**src/rtl/fetch_pkg.sv**
```systemverilog
// rtl/fetch_pkg.sv - shared types and constants for the fetch stage
package fetch_pkg;

    typedef enum logic [1:0] {
        IDLE  = 2'd0,
        FETCH = 2'd1,
        FLUSH = 2'd2
    } fetch_state_t;

    localparam int DEF_ADDR_W  = 32;
    localparam int DEF_INSTR_W = 32;
    localparam int INSTR_BYTES = DEF_INSTR_W / 8;

    function automatic int instr_bytes(input int instr_w);
        return instr_w / 8;
    endfunction

    // Default-width entry; the top re-declares it at its own parameter widths.
    typedef struct packed {
        logic [DEF_ADDR_W-1:0]  pc;
        logic [DEF_INSTR_W-1:0] data;
    } buf_entry_t;

endpackage

```
**src/rtl/fetch_buffer.sv**
```systemverilog
// rtl/fetch_buffer.sv - in-order fetch FIFO with clear, push, pop and occupancy count
module fetch_buffer
    import fetch_pkg::*;
#(
    parameter int  DEPTH   = 4,
    parameter type entry_t = buf_entry_t,
    localparam int CNT_W   = $clog2(DEPTH) + 1
) (
    input  logic             clock,
    input  logic             reset,
    input  logic             clear,
    input  logic             push,
    input  entry_t           push_data,
    input  logic             pop,
    output entry_t           head,
    output logic [CNT_W-1:0] count
);

    localparam int PTR_W = $clog2(DEPTH);

    entry_t             mem [DEPTH];
    logic [PTR_W-1:0]   rd_ptr;
    logic [PTR_W-1:0]   wr_ptr;

    always_ff @(posedge clock or negedge reset) begin
        if (!reset) begin
            rd_ptr <= '0;
            wr_ptr <= '0;
            count  <= '0;
        end else if (clear) begin
            rd_ptr <= '0;
            wr_ptr <= '0;
            count  <= '0;
        end else begin
            if (push) wr_ptr <= wr_ptr + PTR_W'(1);
            if (pop)  rd_ptr <= rd_ptr + PTR_W'(1);
            count <= count + CNT_W'(push) - CNT_W'(pop);
        end
    end

    always_ff @(posedge clock) begin
        if (push && !clear) mem[wr_ptr] <= push_data;
    end

    assign head = mem[rd_ptr];

    // The issue credit guarantees a slot for every response.
    assert property (@(posedge clock) disable iff (!reset)
        !(push && !pop && !clear && count == CNT_W'(DEPTH)));

endmodule

```
**src/rtl/fetch_unit.sv**
```systemverilog
// rtl/fetch_unit.sv - instruction fetch stage; FETCH_PERF_EN adds stall/flush counters
module fetch_unit
    import fetch_pkg::*;
#(
    parameter int                ADDR_W    = 32,
    parameter int                INSTR_W   = 32,
    parameter logic [ADDR_W-1:0] RESET_PC  = '0,
    parameter int                BUF_DEPTH = 4
) (
    input  logic               clock,
    input  logic               reset,
    input  logic               fetch_en,
    input  logic               redirect_valid,
    input  logic [ADDR_W-1:0]  redirect_pc,
    output logic               mem_req_valid,
    input  logic               mem_req_ready,
    output logic [ADDR_W-1:0]  mem_req_addr,
    input  logic               mem_resp_valid,
    input  logic [INSTR_W-1:0] mem_resp_data,
    output logic               instr_valid,
    input  logic               instr_ready,
    output logic [INSTR_W-1:0] instr_data,
    output logic [ADDR_W-1:0]  instr_pc
`ifdef FETCH_PERF_EN
    ,
    output logic [31:0]        perf_stall_cnt,
    output logic [31:0]        perf_flush_cnt
`endif
);

    localparam int                CNT_W  = $clog2(BUF_DEPTH) + 1;
    localparam logic [ADDR_W-1:0] PC_INC = ADDR_W'(instr_bytes(INSTR_W));

    typedef struct packed {
        logic [ADDR_W-1:0]  pc;
        logic [INSTR_W-1:0] data;
    } entry_t;

    fetch_state_t     state, next_state;
    logic [ADDR_W-1:0] pc;
    logic [ADDR_W-1:0] resp_pc;
    logic [CNT_W-1:0]  outstanding;
    logic [CNT_W-1:0]  drop_cnt;
    logic [CNT_W-1:0]  count;
    logic [CNT_W-1:0]  out_next;
    logic              credit_ok;
    logic              hs;
    logic              resp_fire;
    logic              push;
    logic              pop;
    entry_t            head;
    entry_t            push_entry;

    // Responses with nothing in flight cannot belong to any request.
    assign resp_fire  = mem_resp_valid && (outstanding != '0);
    assign hs         = mem_req_valid && mem_req_ready;
    assign out_next   = outstanding + CNT_W'(hs) - CNT_W'(resp_fire);
    assign credit_ok  = ((CNT_W+1)'(outstanding) + (CNT_W+1)'(count)) < (CNT_W+1)'(BUF_DEPTH);
    assign push       = resp_fire && (drop_cnt == '0) && !redirect_valid;
    assign pop        = instr_valid && instr_ready && !redirect_valid;
    assign push_entry = '{pc: resp_pc, data: mem_resp_data};

    always_ff @(posedge clock or negedge reset) begin
        if (!reset) state <= IDLE;
        else        state <= next_state;
    end

    always_comb begin
        next_state = state;
        if (redirect_valid) begin
            if (out_next != '0) next_state = FLUSH;
            else                next_state = fetch_en ? FETCH : IDLE;
        end else begin
            case (state)
                IDLE:    if (fetch_en) next_state = FETCH;
                FETCH:   if (!fetch_en && outstanding == '0) next_state = IDLE;
                FLUSH:   if (drop_cnt == '0 || (drop_cnt == CNT_W'(1) && resp_fire))
                             next_state = fetch_en ? FETCH : IDLE;
                default: next_state = IDLE;
            endcase
        end
    end

    always_comb begin
        mem_req_valid = (state == FETCH) && fetch_en && !redirect_valid && credit_ok;
    end

    always_ff @(posedge clock or negedge reset) begin
        if (!reset) begin
            pc          <= RESET_PC;
            resp_pc     <= RESET_PC;
            outstanding <= '0;
            drop_cnt    <= '0;
        end else begin
            outstanding <= out_next;
            if (redirect_valid) begin
                pc       <= redirect_pc;
                resp_pc  <= redirect_pc;
                drop_cnt <= out_next;
            end else begin
                if (hs)   pc      <= pc + PC_INC;
                if (push) resp_pc <= resp_pc + PC_INC;
                if (resp_fire && drop_cnt != '0) drop_cnt <= drop_cnt - CNT_W'(1);
            end
        end
    end

    fetch_buffer #(
        .DEPTH   (BUF_DEPTH),
        .entry_t (entry_t)
    ) u_buf (
        .clock     (clock),
        .reset     (reset),
        .clear     (redirect_valid),
        .push      (push),
        .push_data (push_entry),
        .pop       (pop),
        .head      (head),
        .count     (count)
    );

    assign mem_req_addr = pc;
    assign instr_valid  = (count != '0);
    assign instr_data   = instr_valid ? head.data : '0;
    assign instr_pc     = instr_valid ? head.pc : '0;

`ifdef FETCH_PERF_EN
    logic stall;
    assign stall = ((state == FETCH) && !mem_req_valid) || (mem_req_valid && !mem_req_ready);

    always_ff @(posedge clock or negedge reset) begin
        if (!reset) begin
            perf_stall_cnt <= '0;
            perf_flush_cnt <= '0;
        end else begin
            if (stall && perf_stall_cnt != '1)          perf_stall_cnt <= perf_stall_cnt + 32'd1;
            if (redirect_valid && perf_flush_cnt != '1) perf_flush_cnt <= perf_flush_cnt + 32'd1;
        end
    end
`endif

endmodule

```
**config.mk**
```make
export PLATFORM = sky130hd
export DESIGN_NAME = fetch_unit
export DESIGN_NICKNAME = d
export VERILOG_FILES = /design/src/rtl/fetch_pkg.sv /design/src/rtl/fetch_buffer.sv /design/src/rtl/fetch_unit.sv
export SDC_FILE = /design/constraint.sdc
export NUM_CORES = 1
export LEC_CHECK = 0
export ABC_AREA = 1
export CAP_MARGIN = 20
export CELL_PAD_IN_SITES_DETAIL_PLACEMENT = 0
export CELL_PAD_IN_SITES_GLOBAL_PLACEMENT = 1
export CORE_ASPECT_RATIO = 1.5
export CORE_UTILIZATION = 45
export CTS_CLUSTER_DIAMETER = 200
export CTS_CLUSTER_SIZE = 8
export DETAILED_ROUTE_END_ITERATION = 10
export DONT_BUFFER_PORTS = 1
export PLACE_DENSITY_LB_ADDON = 0.1
export SYNTH_ARGS = -nofsm -noshare
export SYNTH_HDL_FRONTEND = slang
export SYNTH_SLANG_ARGS = --single-unit
```
**constraint.sdc**
```tcl
create_clock -name clock -period 4.6 [get_ports clock]
set_input_delay 0.92 -clock clock [delete_from_list [all_inputs] [get_ports clock]]
set_output_delay 0.92 -clock clock [all_outputs]
set_load 0.02 [all_outputs]
```
* Word-level counts from Yosys, hierarchy flattened
Memories as Yosys holds them, arrays and structs flattened.
Index checks and enable logic that the tools add are counted.
** Storage, ports and cells
- Flip-flop bits (word level) :: 79
- Memories :: 1
- Logic and storage cells :: 76
- Memory bits (writable) :: 256
** Cells by class
- Order comparisons :: 1
- Equal/unequal tests :: 6
- $add $sub $neg :: 10
- Multiplexer cells :: 22
- Reduce and logical (&&, ||, !) cells :: 28
** Memories
- u_buf.mem :: words 4, width 64, rd ports 1, clocked after Yosys merged registers in 0, wr ports 1, RTL line fetch_buffer.sv:21 : entry_t mem [DEPTH];
** Operator list (number)
- $mux 32 :: 6
- $add 32x3->32 const B :: 2
- $mux 2 :: 9
- $logic_and 1x1->1 :: 13
- $reduce_bool 3->1 :: 4
- $mux 3 :: 3
- $ne 3x3->1 const B :: 3
- $reduce_bool 2->1 :: 4
- $add 3x1->3 :: 2
- $logic_not 3->1 :: 2
- $pmux 2 s3 :: 1
- $sub 3x1->3 :: 2
- $add 2x1->2 const B :: 2
- $add 3x3->4 :: 1
- $lt 4x3->1 const B :: 1
- $eq 3x1->1 const B :: 1
- $mux 1 :: 3
- $reduce_and 3->1 :: 1
- $sub 3x1->3 const B :: 1
- $eq 2x1->1 const B :: 1
- $eq 2x2->1 const B :: 1
- $logic_not 1->1 :: 2
- $logic_not 2->1 :: 1
- $logic_or 1x1->1 :: 1

* Logic depth before layout (Yosys ltp)
- Word-level depth :: 10
- Gate-level depth with buffers :: 16

* Modules after synthesis
From an unflattened synthesis, not the netlist that was laid out.
** Unflattened totals
- Cell total of the unflattened synthesis :: 1678
- Area total of the unflattened synthesis :: 16041.6 um2
** By module, submodules not included
- fetch_buffer :: area an instance 10644.0 um2, times used 1, cells an instance 798
- fetch_unit :: area an instance 5397.7 um2, times used 1, cells an instance 880

* Worst setup path after synthesis
OpenSTA, ideal clock, no wires.
- Path type :: input -> register
- Start point :: input mem_resp_valid
- End point :: memory u_buf.mem[0][0] in the netlist's numbering, enable pin
- Stages on the path :: 4
- Path buffers :: 0
- Path slack :: 0.134 ns
- Arrival :: 3.980 ns
- Path through :: nand3_4 nor2_8 inv_1 nor2_1
** On the way
- Longest elaborated chain between the ends :: 6
** RTL lines
- from (decl) :: RTL line fetch_unit.sv:18 : input logic mem_resp_valid,
- $logic_and 1x1->1 :: RTL line fetch_unit.sv:55 : assign resp_fire = mem_resp_valid && (outstanding != '0);
- $logic_and 1x1->1 (2 in a row) :: RTL line fetch_unit.sv:59 : assign push = resp_fire && (drop_cnt == '0) && !redirect_valid;
- $logic_and 1x1->1 :: RTL line fetch_buffer.sv:42 : if (push && !clear) mem[wr_ptr] <= push_data;
- $mux 1 :: RTL line fetch_buffer.sv:42
- $mux 1 (implied by the code) :: RTL line fetch_buffer.sv:42
- to (decl) :: RTL line fetch_buffer.sv:21
Every way passes these cells.

* Worst setup path in the final report
- Start point :: register u_buf.rd_ptr[0]
- End point :: output instr_pc[24]
** On the way
- Longest elaborated chain between the ends :: 2
** RTL lines
- from (decl) :: RTL line fetch_buffer.sv:22 : logic [PTR_W-1:0] rd_ptr;
- from (signal assigned) :: RTL line fetch_buffer.sv:36 : if (pop) rd_ptr <= rd_ptr + PTR_W'(1);
- $mem_v2 4x64
- $mux 32 :: RTL line fetch_unit.sv:125 : assign instr_pc = instr_valid ? head.pc : '0;
- to (decl) :: RTL line fetch_unit.sv:23 : output logic [ADDR_W-1:0] instr_pc
Every way passes these cells.

==> results by group <==
Clock network
  • CTS root buf: clkbuf_16
  • TritonCTS Buffers: 47
  • H-tree levels: 2
  • TritonCTS clock tree: built
  • Clk slew on worst S/H paths: around 0.050 ns
  • Clock insertion delay at the later pin of the skew report: 0.55 ns
  • Quantity of gates resized following cts: 0
  • Post-CTS Setup Repair Bufs: 0
  • Post-CTS Hold Buffers: 0
  • Max clock buf depth: 3
  • Clock sink total: 335

Global route
  • Wire length of the first global-routing pass: roughly 59 mm
  • Antenna violations before repair: 1
  • Via count of the first global-routing pass: 10400
  • Overflow left after global routing: 0
  • Global-route met1 utilization: about a quarter
  • Pin count of the biggest net entering global routing: 80
  • Met2 Resource Use GR: 40.6%
  • Global-route met3 utilization: 4.34%
  • Most congested layer reported by global routing: met2
  • Global-route usage over all layers: between 20% and 30%

Critical path
  • Setup CP Type: flip-flop to output port
  • Data required time of the critical path: around 3.7 ns
  • Crit-path max FO: 60
  • Slack of the worst reg-to-reg path: around 1.7 ns
  • Type of element capturing the critical path: output port
  • Endpoint of the worst register-to-register path: state[0]
  • Nature of the critical path startpoint: flip-flop
  • Depth of the most critical reg-to-reg path: 14
  • Termination of the worst setup path: instr_pc[24]
  • Worst R2R Start: outstanding[2]
  • Worst setup path start: u_buf.rd_ptr[0]
  • Arrival time of data at the critical path endpoint: approximately 2.7 ns

Route
  • DR iter-0 viols: between 600 and 700
  • Total vias in the final route: 10500
  • Vias per Instance: around 5.3
  • Total detailed-routing wirelength: around 38 mm
  • Length of the first detailed-routing pass in iterations: 8
  • Post-DR wirelength/cell: 19.2 um
  • Number of remaining DRC errors: 16
  • Antenna-violating nets left: 0

Synth
  • Share of async-settable or async-resettable flops after synthesis: between 20% and 30%
  • Net count after synthesis: between 1500 and 2000
  • Area contributors post-synth: edfxtp_1, dfrtp_1, nor2_1
  • Seq cells post-synth: 335
  • Share of Yosys cell area claimed by the top area cell type: between 50% and 60%
  • Number of instances in the synthesized netlist: between 1500 and 2000
  • Post-synthesis cell type with the largest combined area: edfxtp_1
  • EDFF count, synth: approximately 260
  • Average size of a mapped cell: just under 10 um^2
  • Total number of yosys warnings: 0
  • Dominant register cell in the synthesized netlist: edfxtp_1
  • Post-synth cell types: 42
  • Mapped Area: between 0.015 and 0.02 mm^2
  • Fraction of the yosys area taken by sequential cells: a little under two thirds

Floorplan
  • Die X-Extent: 152 um
  • Die height: ~230 um
  • Count of pins on the block boundary: around 170
  • Die Outline Area: about 0.035 mm^2
  • Initial core utilization: roughly 46%
  • Floorplan Core Area: 0.0333 mm^2
  • Count of standard-cell rows: between 80 and 90

Run status
  • Result of the run: finished with violations
  • Violated checks: design-rule violations

Placement
  • Number of port buffers: 0
  • HPWL reported at the end of detailed placement: between 20 and 25 mm
  • Last weighted congestion value of the routability-driven placer: 0.896

Final layout
  • Fraction of final layout cells sized beyond drive strength 1: 7.34%
  • Final-stage net count: about 1600
  • Synth-to-Final Area Change: 11.1%

STA
  • Final setup violation count: 0
  • Final hold slack: between 0.08 and 0.09 ns
  • Post-Route Skew: approximately 0.017 ns
  • Final period demand of the worst path: 3.64 ns
  • Worst slew slack as a fraction of its limit: between 40% and 50%
  • Top achievable clock speed: about 270 MHz
  • Transition time of the tightest slew-check pin: around 0.88 ns
  • Final number of max-transition violations: 0
  • Sum of negative setup slack: 0 ns
  • Share of the clock period used by the worst path: 79.2%
  • Setup repair after global routing missed its margin: false
  • Final count of hold timing violations: 0

Flow run
  • Max-Cap Viols: 0

Power and ir drop
  • Power per Cell Area: roughly 540 mW/mm^2
  • Static Leak: between 6 and 7 nW
  • IR drop worst, VDD: 0.000356 V

Min path
  • Hold/Removal Path Class: primary input to async pin
[worst max-delay path, stage by stage, from the launching register on]
cell,delay [ns]
dfrtp_4,0.69
buf_4,0.62
nor2_1,0.11
nor2_1,0.09
o21ai_0,0.09
a21oi_1,0.54
[worst min-delay path by stage]
stage	startpoint	to	depth (start not counted)	slack [ns]
floorplan	resp_pc[0]	u_buf.mem[0][32]	0	0.48
global placement	u_buf.rd_ptr[1]	u_buf.rd_ptr[1]	2	0.53
detailed placement	u_buf.rd_ptr[1]	u_buf.rd_ptr[1]	2	0.54
CTS	reset	resp_pc[11]	0	0.04
global route	reset	drop_cnt[1]	0	0.06
finish	reset	drop_cnt[1]	0	0.08
[final cells by class]
cell class	count	area [um^2]
sequential	335	9670
multi-input combinational	1035	4870
antenna	1	2.50
timing repair buffer	15	175
tap	420	526
fill	3059	16400
inverter	108	407
clock buffer	58	1220
clock inverter	2	32.5
[synth_stat cells (2+ instances only)]
library cell / number
buf_6: 2
dfrtp_1: 79
ha_1: 15
xnor2_1: 6
nand3_1: 66
nor3_1: 7
edfxtp_1: 256
nor2_4: 4
or2_2: 6
nor3_2: 2
nor2_8: 2
nand4_1: 12
nor2_1: 340
nand2_1: 262
o21ai_0: 161
xor2_1: 14
inv_2: 7
nor2_2: 8
a21oi_1: 81
o21ai_1: 12
a31oi_1: 3
nand2_2: 9
clkbuf_1: 18
o211ai_1: 9
fa_1: 2
buf_1: 11
inv_1: 100
o21bai_1: 3
buf_2: 29
and2_1: 2
buf_4: 4
[metrics by stage]
| stage | cells | power (mW) | utilization [%] | setup WS, ns | cell area (um^2) |
|---|---|---|---|---|---|
| final | 1974 | 9.18 | 50.7 | 0.956 | 16900 |
| after global routing | 1974 | 9.66 | 50.7 | 0.737 | 16900 |
| after CTS | 1973 | 9.30 | 50.7 | 0.856 | 16900 |
| after detailed placement | 1913 | 6.26 | 46.9 | 1.44 | 15700 |
| after global placement | 1913 | 6.23 | 46.9 | 1.46 | 15700 |
| after floorplan | 1543 | 5.63 | - | 0.134 | 15200 |
[logic make-up after synthesis]
| logic type | synth area share [%] |
|---|---|
| adder cells (fa/ha/maj) | 1.50 |
| XOR/XNOR | 1.15 |
| AO/OA/AOI/OAI | 9.22 |
| flip-flops | 63.5 |
| AND/OR/NAND/NOR | 19.9 |
| buffers and inverters | 4.71 |
[cells in the final DEF, fill, tap and decap left out, types with 3 or more instances in the layout]
cell,count
nor2_2,8
dfrtp_1,77
nor2_1,335
nand4_1,12
edfxtp_1,256
nor3_1,7
o21ai_0,161
o21ai_1,12
buf_4,10
inv_2,7
o21bai_1,3
xor2_1,14
a31oi_1,3
a21oi_1,81
ha_1,15
nand2_2,9
clkbuf_16,47
buf_12,5
xnor2_1,6
clkbuf_1,11
nor2_4,9
inv_1,99
nand2_1,262
o211ai_1,9
or2_2,6
nand3_1,66
[registers in the layout, summed over array words and instances (netlist names)]
register	flops
u_buf.count	3
u_buf.rd_ptr	2
u_buf.wr_ptr	2
drop_cnt	3
state	2
mem_req_addr	32
u_buf.mem	256
resp_pc	32
outstanding	3
[power by group]
part	switching, mW	internal, mW
Sequential	0.330	3.55
Combinational	1.74	0.544
Clock	1.19	1.82
[routing by layer]
layer,wire length (um),vias up,share of wire (%)
li1,-,5175,-
met1,15200,5000,40
met2,19500,250,51
met3,1960,72,5.2
met4,1320,0,3.5
met5,0,-,0
No activity file was read; power rests on OpenSTA's default activity.
